<file path="src/rtl/queue_pkg.sv">
// Shared types and helpers for the dual-lane queue pointer controller.
package queue_pkg;

  localparam int LANES = 2;

  typedef enum logic {
    RUN   = 1'b0,
    FLUSH = 1'b1
  } state_e;

  // Number of set bits in a two-lane mask.
  function automatic logic [1:0] popcount2(input logic [1:0] m);
    return {1'b0, m[0]} + {1'b0, m[1]};
  endfunction

  // Lane 1 only counts when lane 0 is also requesting.
  function automatic logic [1:0] thermo2(input logic [1:0] r);
    return {r[1] & r[0], r[0]};
  endfunction

endpackage

</file>
<file path="src/rtl/ptr_adv.sv">
// Advances a wrap-bit pointer by the popcount of an accepted lane mask and
// produces the two consecutive storage indices starting at the pointer.
module ptr_adv
  import queue_pkg::*;
#(
  parameter int AW = 3
) (
  input  logic [AW:0]     ptr,
  input  logic [1:0]      mask,
  output logic [AW:0]     ptr_nxt,
  output logic [2*AW-1:0] idx
);

  logic [AW:0] step;
  logic [AW:0] ptr_p1;

  always_comb begin
    step      = '0;
    step[1:0] = popcount2(mask);
  end

  assign ptr_nxt = ptr + step;
  assign ptr_p1  = ptr + (AW+1)'(1);
  assign idx     = {ptr_p1[AW-1:0], ptr[AW-1:0]};

endmodule

</file>
<file path="src/rtl/dual_queue_ctrl.sv">
// Head/tail pointer and handshake controller for a 2-wide circular queue.
// Optional: define DUAL_QUEUE_CTRL_FULL_DEQ_EN to let same-cycle dequeues free space for enqueues.
module dual_queue_ctrl
  import queue_pkg::*;
#(
  parameter  int DEPTH = 8,
  localparam int AW    = $clog2(DEPTH)
) (
  input  logic             clk,
  input  logic             rst_aN,
  input  logic             flush,
  input  logic [LANES-1:0] enq_req,
  output logic [LANES-1:0] enq_rdy,
  output logic [2*AW-1:0]  enq_idx,
  input  logic [LANES-1:0] deq_req,
  output logic [LANES-1:0] deq_vld,
  output logic [2*AW-1:0]  deq_idx,
  output logic [AW:0]      count,
  output logic             full,
  output logic             empty
);

  typedef logic [AW:0] ptr_t;

  localparam ptr_t          DEPTH_P = ptr_t'(DEPTH);
  localparam logic [AW+1:0] DEPTH_F = (AW+2)'(DEPTH);

  ptr_t          head_ptr, tail_ptr;
  ptr_t          head_nxt, tail_nxt;
  state_e        state, state_nxt;
  logic [AW+1:0] free;
  logic [1:0]    enq_rdy_run, deq_vld_run;
  logic [1:0]    enq_acc, deq_acc;

  assign count = tail_ptr - head_ptr;
  assign full  = (count == DEPTH_P);
  assign empty = (count == '0);

`ifdef DUAL_QUEUE_CTRL_FULL_DEQ_EN
  // Slots vacated by this cycle's dequeues are reusable by this cycle's enqueues.
  assign free = DEPTH_F - {1'b0, count} + (AW+2)'(popcount2(thermo2(deq_req) & deq_vld));
`else
  assign free = DEPTH_F - {1'b0, count};
`endif

  assign enq_rdy_run = {free > (AW+2)'(1), free > (AW+2)'(0)};
  assign deq_vld_run = {count > ptr_t'(1), count > ptr_t'(0)};

  // Flush blocks acceptance even while ready/valid still show RUN values.
  assign enq_acc = thermo2(enq_req) & enq_rdy & {2{~flush}};
  assign deq_acc = thermo2(deq_req) & deq_vld & {2{~flush}};

  always_ff @(posedge clk or negedge rst_aN) begin
    if (!rst_aN) state <= RUN;
    else         state <= state_nxt;
  end

  always_comb begin
    state_nxt = state;
    case (state)
      RUN:     if (flush)  state_nxt = FLUSH;
      FLUSH:   if (!flush) state_nxt = RUN;
      default: state_nxt = RUN;
    endcase
  end

  always_comb begin
    enq_rdy = '0;
    deq_vld = '0;
    if (state == RUN) begin
      enq_rdy = enq_rdy_run;
      deq_vld = deq_vld_run;
    end
  end

  ptr_adv #(.AW(AW)) u_head_adv (
    .ptr     (head_ptr),
    .mask    (deq_acc),
    .ptr_nxt (head_nxt),
    .idx     (deq_idx)
  );

  ptr_adv #(.AW(AW)) u_tail_adv (
    .ptr     (tail_ptr),
    .mask    (enq_acc),
    .ptr_nxt (tail_nxt),
    .idx     (enq_idx)
  );

  always_ff @(posedge clk or negedge rst_aN) begin
    if (!rst_aN) begin
      head_ptr <= '0;
      tail_ptr <= '0;
    end else if (flush) begin
      head_ptr <= '0;
      tail_ptr <= '0;
    end else begin
      head_ptr <= head_nxt;
      tail_ptr <= tail_nxt;
    end
  end

  a_enq_thermo: assert property (@(posedge clk) disable iff (!rst_aN) enq_req != 2'b10)
    else $warning("dual_queue_ctrl: enq_req lane 1 without lane 0 is ignored");

  a_deq_thermo: assert property (@(posedge clk) disable iff (!rst_aN) deq_req != 2'b10)
    else $warning("dual_queue_ctrl: deq_req lane 1 without lane 0 is ignored");

endmodule

</file>
<file path="config.mk">
export PLATFORM = sky130hd
export DESIGN_NAME = dual_queue_ctrl
export DESIGN_NICKNAME = d
export VERILOG_FILES = /design/src/rtl/queue_pkg.sv /design/src/rtl/ptr_adv.sv /design/src/rtl/dual_queue_ctrl.sv
export SDC_FILE = /design/constraint.sdc
export NUM_CORES = 1
export LEC_CHECK = 0
export ABC_AREA = 1
export CORE_UTILIZATION = 45
export CTS_BUF_LIST = sky130_fd_sc_hd__clkbuf_16
export CTS_CLUSTER_SIZE = 25
export DETAILED_ROUTE_END_ITERATION = 8
export PLACE_DENSITY = 0.78
export SKIP_LAST_GASP = 1
export SLEW_MARGIN = 20
export SYNTH_ARGS = -nofsm -noshare
export SYNTH_HDL_FRONTEND = slang
export SYNTH_SLANG_ARGS = --single-unit
</file>
<file path="constraint.sdc">
create_clock -name clk -period 3.6 [get_ports clk]
set_input_delay 0.72 -clock clk [delete_from_list [all_inputs] [get_ports clk]]
set_output_delay 0.72 -clock clk [all_outputs]
set_load 0.005 [all_outputs]
</file>
==> impl_summary.log <==
[metrics] worst-case clock buffer depth: 2
[metrics] Power, Total: 0.733 mW
[metrics] Placed Cells incl. Taps: 160
[metrics] launch instance of the worst register-to-register path: tail_ptr[0]
[metrics] classification of the worst setup path: reg -> out
[metrics] top cells by area in the synthesized netlist: dfrtp_1 26%, ha_1 15%, inv_1 10%, nand2_1 7.4%, fa_1 7.0%
[metrics] ys flop type: dfrtp_1
[metrics] max-slew violation total from the final report: 0
[metrics] final hold violation count: 0
[metrics] FF+latch count, synth: 9
[metrics] Area Overhead vs Synth: 42.2%
[metrics] insertion delay to the later sink of the worst-skew pair: 0.23 ns
[metrics] path type of the worst min-delay path: reg -> reg
[metrics] DIE HEIGHT: 45.7 um
[metrics] First-pass DRT Iterations: 4
[metrics] clk_skew: 0.000883 ns
[metrics] placed wire-length estimate after detailed placement: 1400 um
[metrics] worst setup slack before clock tree synthesis: 0.344 ns
[metrics] largest fanout on the critical path: 4
[metrics] final wirelength: 1750 um
[metrics] Root Driver: clkbuf_16
[metrics] commonest cells after routing, fill and taps aside: 28 x clkdlybuf4s50_1, 25 x inv_1, 17 x nand2_1, 11 x nand3_1, 10 x nor2_1
[metrics] share of Yosys cell area claimed by the top area cell type: 26.2%
[metrics] proportion of layout cells with a drive suffix above 1: 12.8%
[metrics] placeable core region: 1760 um^2
[metrics] endpoint required time on the critical path: 2.88 ns
[metrics] Worst setup startpoint: tail_ptr[0]
[metrics] measured slew at the worst slew-check pin: 0.400 ns
[metrics] residual antenna-violating net count after detailed routing: 0
[metrics] vias in the first global route: 693
[metrics] H-Tree Level Count: 1
[metrics] part of the cycle the worst path needs: 95.7%
[metrics] GP Congestion: 0.787
[metrics] boundary pin count: 29
[metrics] maximum clock frequency: 290 MHz
[metrics] post-layout net count: 162
[metrics] Reg2Reg Depth: 14
[metrics] antenna violations before repair: 0
[metrics] synthesized area per cell: 7.55 um^2
[metrics] TritonCTS sink count: 9
[metrics] count of cell types in the netlist: 23
[metrics] maximum VDD drop: 0.000429 V
[metrics] Seq/Total Area, Yosys: 26.2%
[metrics] post-synthesis cell area: 861 um^2
[metrics] total die area: 2090 um^2
[metrics] largest net degree at the start of global routing: 10
[metrics] first-pass GRT wire length: 2890 um
[metrics] Final Instance Area: 1220 um^2
[metrics] routed via count: 774
[metrics] worst hold slack: 0.631 ns
[metrics] most common cell after layout, fill and taps aside: clkdlybuf4s50_1
[metrics] Total GRT Usage: 19.6%
[metrics] Post-Syn Instances: 114
[metrics] final setup violation count: 0
[metrics] synthesis warning total: 0
[metrics] horizontal extent of the die: 45.7 um
[metrics] data arrival time at the worst-slack endpoint: 2.72 ns
[metrics] Min-Delay Path Depth: 2
[metrics] dominant cell type by area after synthesis: dfrtp_1
[metrics] initial DRC count: 8
[metrics] Lkg Pwr: 0.634 nW
[metrics] post-DR wirelength/cell: 10.5 um
[metrics] vias per inst: 4.66
[metrics] number of buffers added by the clock tree synthesis step: 3
[metrics] TritonCTS clock tree: yes
[metrics] Post-DP Area: 1120 um^2
[metrics] Max-Cap Viols: 0
[metrics] status: completed
[metrics] power density over cell area: 599 nW/um^2
[metrics] worst-case setup margin in the final layout: 0.156 ns
[metrics] drc violations: 0
[metrics] accumulated negative setup slack: 0 ns
[metrics] Synth Net Count: 134
[metrics] crit end category: output pin
[metrics] number of enable-type register cells in the synthesized netlist: 0
[metrics] crit path launch type: register
[metrics] final standard cell utilization of the core: 69.4%
[metrics] source of the worst hold timing path: tail_ptr[3]
[metrics] number of I/O port buffers: 28
[metrics] initial core utilization: 48.8%
[metrics] share of flip-flops with an asynchronous set or reset after synthesis: 100%
[metrics] sum of overflow across all layers after global routing: 0
[metrics] number of standard-cell rows in the floorplan: 15
[metrics] clock period minus worst slack: 3.44 ns
[metrics] normalized max-slew margin: 73.3%
[metrics] number of diodes added for antenna fixing: 0
[metrics] final std cells w/o fill: 166
[metrics] clock input transition at the sequential cells of the worst setup and hold paths: 0.04 ns
-- metal layers --
metal	GRT usage [%]	vias up	share of wire, %
li1	-	397	-
met1	24.5	354	44
met2	33.7	23	51
met3	3.57	0	4.4
met4	7.06	0	0
met5	0	-	0
-- report_power, final --
part | leakage, nW | internal (mW) | total (mW) | switching (mW)
Combinational | 0.471 | 0.228 | 0.422 | 0.195
Clock | 0.0423 | 0.145 | 0.192 | 0.0468
Sequential | 0.121 | 0.109 | 0.118 | 0.00903
Total | 0.634 | 0.482 | 0.733 | 0.250
-- sequential cells by signal, summed over array words and instances (netlist names) --
name,flops
head_ptr,4
tail_ptr,4
state,1
-- Yosys cell counts, types with 2 or more instances --
cell type	count
xnor2_1	2
nand2_2	5
nor2_2	2
inv_1	24
dfrtp_1	9
nor3_1	2
nand3_1	11
nor2_1	10
nand2_1	17
fa_1	3
ha_1	10
buf_4	6
a21oi_1	2
xor2_1	2
-- timing repair --
item	in CTS	in global routing
buffers inserted	0	2
setup endpoints to repair	0	1
hold buffers	0	0
resized for setup	0	3
-- cell type report --
cell class / instances / area, um^2
multi-input cells: 73 / 498
inverters: 25 / 93.8
well taps: 25 / 31.3
fillers: 148 / 541
flip-flops and latches: 9 / 226
clock buffers: 3 / 75.1
repair buffers: 30 / 295
clock inverters: 1 / 3.75
-- cell families after synthesis --
logic type / share of synthesized area (%)
and+or+nand+nor: 27.3
buffers and inverters: 16.6
DFF: 26.2
adders and majority gates: 21.5
AOI/OAI and AO/OA: 4.36
xor gates and xnor gates: 4.07
-- final timing paths --
kind                       slack [ns]     endpoint
setup reg to reg                 0.73  tail_ptr[2]
max in group asynchronous        2.51  tail_ptr[0]
min in group asynchronous        0.78  tail_ptr[1]
hold reg to reg                  0.63  tail_ptr[3]
hold / removal                   0.63  tail_ptr[3]
setup / recovery                 0.16   enq_rdy[1]
-- worst max-delay path, cell delays in order, from the launching register on --
cell and delay [ns]:
dfrtp_2 0.42, inv_1 0.09, ha_2 0.19, fa_2 0.47, ha_1 0.31, a21o_1 0.19, nand3_1 0.06, nand2_1 0.06
nand3_1 0.08, nand2_1 0.08, inv_1 0.06, clkdlybuf4s50_1 0.49
Power figures use the tool's default switching activity.
